===== config.mk =====
export PLATFORM = sky130hd
export DESIGN_NAME = tcb_lite_lib_register_response
export DESIGN_NICKNAME = d
export VERILOG_FILES = /design/src/rtl/tcb_lite_pkg.sv /design/src/rtl/tcb_lite_lib_response_tracker.sv /design/src/rtl/tcb_lite_lib_register_response.sv
export SDC_FILE = /design/constraint.sdc
export NUM_CORES = 1
export LEC_CHECK = 0
export BUFFER_PORTS_ARGS = -buffer_cell sky130_fd_sc_hd__buf_2
export CORE_AREA = 2 2 85 87
export DETAILED_ROUTE_END_ITERATION = 8
export DIE_AREA = 0 0 87 89
export PLACE_DENSITY_LB_ADDON = 0.08
export SETUP_SLACK_MARGIN = 0.05
export SYNTH_ARGS = -nofsm -noshare
export SYNTH_HDL_FRONTEND = slang
export SYNTH_SLANG_ARGS = --single-unit

===== constraint.sdc =====
create_clock -name clk -period 0.9 [get_ports clk]
set_input_delay 0.18 -clock clk [delete_from_list [all_inputs] [get_ports clk]]
set_output_delay 0.18 -clock clk [all_outputs]
set_load 0.01 [all_outputs]

===== src/rtl/tcb_lite_pkg.sv =====
// Shared TCB-Lite types and helpers for the response-path register slice.
// The typedefs describe the default 32-bit configuration; parameterised blocks derive their own widths.
package tcb_lite_pkg;

    localparam int unsigned SIZ_W = 3;  // logarithmic size field, up to 128-byte transfers
    localparam int unsigned CTL_W = 1;

    typedef struct packed {
        logic             lck;
        logic             ndn;
        logic             wen;
        logic [31:0]      adr;
        logic [3:0]       byt;
        logic [31:0]      wdt;
        logic [CTL_W-1:0] ctl;
    } tcb_lite_req_t;

    localparam int unsigned REQ_W = $bits(tcb_lite_req_t);

    typedef struct packed {
        logic [31:0] rdt;
        logic [0:0]  sts;
        logic        err;
    } tcb_lite_rsp_t;

    typedef struct packed {
        logic       vld;
        logic       wen;
        logic [3:0] msk;
    } tcb_lite_trk_t;

    function automatic int unsigned req_width(input int unsigned adr, input int unsigned dat,
                                              input int unsigned ben);
        return 3 + adr + ben + dat + CTL_W;
    endfunction

    // One lane of the siz-to-mask conversion: lane is enabled when it lies inside 2**siz bytes.
    function automatic logic siz_lane_en(input logic [SIZ_W-1:0] siz, input int unsigned lane);
        return lane < (32'd1 << siz);
    endfunction

endpackage


===== src/rtl/tcb_lite_lib_response_tracker.sv =====
// Shift register of tracker entries; the last stage is the entry whose response is due now.
// Only instantiated for a non-zero delay, the zero-delay case is a wire in the parent.
module tcb_lite_lib_response_tracker #(
    parameter int unsigned W   = 6,
    parameter int unsigned DLY = 1
) (
    input  logic         clk,
    input  logic         rst,
    input  logic [W-1:0] stg0_i,
    output logic [W-1:0] due_o
);

    logic [W-1:0] stg_q [1:DLY];

    always_ff @(posedge clk) begin
        if (rst) begin
            for (int i = 1; i <= DLY; i++) begin
                stg_q[i] <= '0;
            end
        end else begin
            stg_q[1] <= stg0_i;
            for (int i = 2; i <= DLY; i++) begin
                stg_q[i] <= stg_q[i-1];
            end
        end
    end

    assign due_o = stg_q[DLY];

endmodule


===== src/rtl/tcb_lite_lib_register_response.sv =====
// TCB-Lite response register slice: request/handshake pass straight through, the response is
// registered, and in POWER mode the register only loads the lanes of a response that is due.
module tcb_lite_lib_register_response
    import tcb_lite_pkg::*;
#(
    parameter int unsigned DAT     = 32,
    parameter int unsigned ADR     = 32,
    parameter int unsigned BYT     = DAT/8,
    parameter int unsigned STS     = 1,
    parameter bit          MOD     = 1'b1,
    parameter int unsigned DLY_MAN = 0,
    parameter string       OPT     = "POWER",
    localparam int unsigned BEN_W  = MOD ? BYT : SIZ_W,
    localparam int unsigned RQ_W   = req_width(ADR, DAT, BEN_W)
) (
    input  logic            clk,
    input  logic            rst,
    input  logic            sub_vld,
    output logic            sub_rdy,
    input  logic [RQ_W-1:0] sub_req,
    output logic [DAT-1:0]  sub_rsp_rdt,
    output logic [STS-1:0]  sub_rsp_sts,
    output logic            sub_rsp_err,
    output logic            man_vld,
    input  logic            man_rdy,
    output logic [RQ_W-1:0] man_req,
    input  logic [DAT-1:0]  man_rsp_rdt,
    input  logic [STS-1:0]  man_rsp_sts,
    input  logic            man_rsp_err
);

    if (DAT % 8 != 0) begin : g_err_dat
        $error("DAT must be a multiple of 8");
    end
    if (DLY_MAN > 7) begin : g_err_dly
        $error("DLY_MAN must be in 0..7");
    end
    if (OPT != "POWER" && OPT != "COMPLEXITY") begin : g_err_opt
        $error("OPT must be POWER or COMPLEXITY");
    end

    typedef struct packed {
        logic           vld;
        logic           wen;
        logic [BYT-1:0] msk;
    } trk_t;

    assign man_vld = sub_vld;
    assign man_req = sub_req;
    assign sub_rdy = man_rdy;

    logic [DAT-1:0] rdt_q, rdt_d;
    logic [STS-1:0] sts_q, sts_d;
    logic           err_q, err_d;

    always_ff @(posedge clk) begin
        if (rst) begin
            rdt_q <= '0;
            sts_q <= '0;
            err_q <= 1'b0;
        end else begin
            rdt_q <= rdt_d;
            sts_q <= sts_d;
            err_q <= err_d;
        end
    end

    assign sub_rsp_rdt = rdt_q;
    assign sub_rsp_sts = sts_q;
    assign sub_rsp_err = err_q;

    if (OPT == "POWER") begin : g_power
        logic [BEN_W-1:0] ben;
        logic [BYT-1:0]   msk;
        trk_t             stg0;
        trk_t             due;

        // Request layout {lck,ndn,wen,adr,ben,wdt,ctl}, MSB first.
        assign ben = sub_req[CTL_W+DAT +: BEN_W];

        if (MOD) begin : g_byt
            assign msk = ben;
        end else begin : g_siz
            for (genvar i = 0; i < BYT; i++) begin : g_lane
                assign msk[i] = siz_lane_en(ben, i);
            end
        end

        assign stg0.vld = sub_vld & man_rdy;
        assign stg0.wen = sub_req[RQ_W-3];
        assign stg0.msk = msk;

        if (DLY_MAN == 0) begin : g_nodly
            assign due = stg0;
        end else begin : g_dly
            tcb_lite_lib_response_tracker #(
                .W   ($bits(trk_t)),
                .DLY (DLY_MAN)
            ) u_trk (
                .clk    (clk),
                .rst    (rst),
                .stg0_i (stg0),
                .due_o  (due)
            );
        end

        always_comb begin
            rdt_d = rdt_q;
            sts_d = sts_q;
            err_d = err_q;
            if (due.vld) begin
                sts_d = man_rsp_sts;
                err_d = man_rsp_err;
                if (!due.wen) begin
                    for (int i = 0; i < BYT; i++) begin
                        if (due.msk[i]) rdt_d[8*i +: 8] = man_rsp_rdt[8*i +: 8];
                    end
                end
            end
        end
    end else begin : g_complexity
        always_comb begin
            rdt_d = man_rsp_rdt;
            sts_d = man_rsp_sts;
            err_d = man_rsp_err;
        end
    end

endmodule


==> flow_metrics.tcl <==
set metrics [dict create \
    final.setup.worst_slack_ns -0.0165 \
    synth_top_area_cell "sky130_fd_sc_hd__dfxtp_1" \
    max_clock_buf_depth 2 \
    die_width_um 87 \
    grt.total_usage_pct 11.1 \
    hold_path_class "in -> reg" \
    post-route-drc-count 0 \
    area_growth_pct 19.2 \
    post_route_cells_drive_above_1_share_pct 57.5 \
    clock.fmax_mhz 1090 \
    port-buffer-count 83 \
    setup_violations 33 \
    synthTopCellsByArea "sky130_fd_sc_hd__dfxtp_1 (32%), sky130_fd_sc_hd__buf_4 (26%), sky130_fd_sc_hd__nand2b_1 (19%), sky130_fd_sc_hd__mux2i_1 (15%), sky130_fd_sc_hd__buf_6 (2.1%)" \
    grt_start_max_net_pins 50 \
    netlist_area_um2 2110 \
    core-area_um2 6720 \
    reg2regPathDepth 2 \
    worst_ep_arrival_time_ns 0.74 \
    worstPathBufferInverterCount 1 \
    crit-reg2reg-launch "sub_rsp_sts$_SDFFE_PP0P_" \
    fin_worst_skew_ns 0 \
    timing.hold.worst_endpoint "sub_rsp_err$_SDFFE_PP0P_" \
    drt-pass1-iter-count 4 \
    htree_num_levels 2 \
    synth.yosys.seq_area_share_pct 32.3 \
    reg2reg_slack_ns 0.16 \
    antenna_cells 0 \
    run_status "complete, but fails checks" \
    p_leak_uw 0.00107 \
    post_dp_hpwl_um 2950 \
    violations "setup timing" \
    first_pass_grt_wire_length_um 6570 \
    worst_path_largest_cell_delay_ns 0.35 \
    synth.lib_cells_used.distinct 11 \
    synth-warning-count 0 \
    crit_path_max_fanout 2 \
    root_buffer "sky130_fd_sc_hd__clkbuf_8" \
    postCtsHoldBufs 0 \
    finalMaxSlewViolations 0 \
    post-synth-top-area-fraction_pct 32.3 \
    design.final.nets 356 \
    num_rows 30 \
    tritoncts "built" \
    gp_congestion 0.639 \
    timing_worst_slew_pin_value_ns 0.129 \
    final_min_period_over_clock_period_pct 102 \
    worst_path_max_delay_cell "sky130_fd_sc_hd__dfxtp_2" \
    max-vdd-ir-drop_v 0.000546 \
    vias_per_cell 4.24 \
    finalPower_uw 3200 \
    final-hold-violation-count 0 \
    avg_cell_area_syn_um2 9.38 \
    clock_sink_count 34 \
    timing.critical_path.max_delay_family "flip-flops" \
    residual_overflow_from_global_routing 0 \
    syn_inst 225 \
    grt_pass1_vias 1383 \
    ant_nets 0 \
    layout_min_cycle_time_ns 0.916 \
    worst_setup_path_startpoint "sub_rsp_rdt[22]$_SDFFE_PP0P_" \
    clk_transition_reported_paths_ns 0.07 \
    worstSetupEndpointType "primary output" \
    wire_per_inst_um 12.9 \
    min_path_cells 3 \
    worstPathCellList "buf_6" \
    worstPathRequired_ns 0.72 \
    cts_buffers 5 \
    setup.worst_path.start_class "register" \
    drt_iter0_markers 33 \
    hold_start "man_rsp_err" \
    rsz0062_at_grt "true" \
    max_slew_margin_pct 91.2 \
    antenna_found_initial 0 \
    worstSkewPairLatency_ns 0.29 \
    worstSetupPathType "reg -> out" \
    timing.rr.end "sub_rsp_sts$_SDFFE_PP0P_" \
    vias 1386 \
    mappedNetlistNets 335 \
    power_density_nw_per_um2 1270 \
    drt_wl_total_um 4210 \
    ff_latch_count_synth 34 \
    io_pins 218 \
    drv.max_cap_violation_count 0 \
    pre_cts_ws_ns -0.117 \
    die_height_um 89 \
    overall_die_area_um2 7740 \
    initial_utilization_pct 31.4 \
]
==> power breakdown <==
part           internal, µW  total [µW]  switching [µW]
combinational           272         447             175
sequential             1550        1570            24.6
clock                   617        1190             568
total                  2440        3200             768
==> final cells by class <==
type	instances	area (µm²)
fillers	685	4210
multi-input cells	106	801
repair buffers	99	798
flip-flops and latches	34	723
well taps	80	100
clock buffers	7	86.3
clock inverters	1	5.00
==> what timing repair did <==
item	in CTS	in global routing
setup buffers	2	4
endpoints found under the setup margin	34	34
gates resized for setup	68	0
==> cell families after synthesis <==
logic type / count (synthesis) / synth area share (%)
buffers and inverters: 85 / 29.8
DFF: 34 / 32.3
muxes: 32 / 15.2
AOI/OAI and AO/OA: 4 / 1.42
and+or+nand+nor: 70 / 21.4
==> synthesized netlist by cell type <==
cell,n
sky130_fd_sc_hd__buf_4,74
sky130_fd_sc_hd__nand2b_1,64
sky130_fd_sc_hd__dfxtp_1,34
sky130_fd_sc_hd__mux2i_1,32
sky130_fd_sc_hd__clkbuf_1,6
sky130_fd_sc_hd__and4b_1,4
sky130_fd_sc_hd__buf_6,4
sky130_fd_sc_hd__a21bo_2,2
sky130_fd_sc_hd__a21oi_1,2
sky130_fd_sc_hd__nand3_1,2
sky130_fd_sc_hd__buf_2,1
==> worst max-delay path by stage <==
stage                                    to  slack, ns  cells after the start
5_1_grt                     sub_rsp_rdt[19]      -0.06                      1
4_1_cts                      sub_rsp_rdt[4]      -0.03                      1
3_3_place_gp    sub_rsp_rdt[7]$_SDFFE_PP0P_      -0.12                      4
2_1_floorplan  sub_rsp_rdt[10]$_SDFFE_PP0P_       0.11                      4
3_5_place_dp   sub_rsp_rdt[29]$_SDFFE_PP0P_      -0.12                      4
6_report                    sub_rsp_rdt[22]      -0.02                      1
==> metal layers <==
layer  wire length [µm]  track usage [%]  up-vias
met2               1770             16.2       83
li1                   -                -      683
met1               1890             13.4      598
met3                429             4.52       22
met5                  0                0        -
met4                118             7.24        0
==> sequential cells by signal (all words and copies together) (netlist names) <==
| signal | count |
|---|---|
| sub_rsp_rdt | 32 |
| sub_rsp_err | 1 |
| sub_rsp_sts | 1 |
==> metrics by stage <==
step	instances	area, µm²	setup TNS [ns]	utilization [%]	hold WS (ns)
floorplan	225	2110	0	-	0.327
CTS	323	2480	-0.807	37.0	0.120
finish	327	2510	-0.167	37.4	0.126
detailed placement	313	2120	-3.16	31.6	0.360
global placement	313	2120	-2.91	31.6	0.360
global route	327	2510	-1.27	37.4	0.139
==> layout by cell type (no fill, tap or decap), drive strengths merged <==
cell / count
clkbuf: 7
nand2b: 64
nand3: 2
a21bo: 2
buf: 99
a21oi: 2
and4b: 4
mux2i: 32
clkinv: 1
dfxtp: 34
Note: power is estimated with default switching activity, not from simulation.
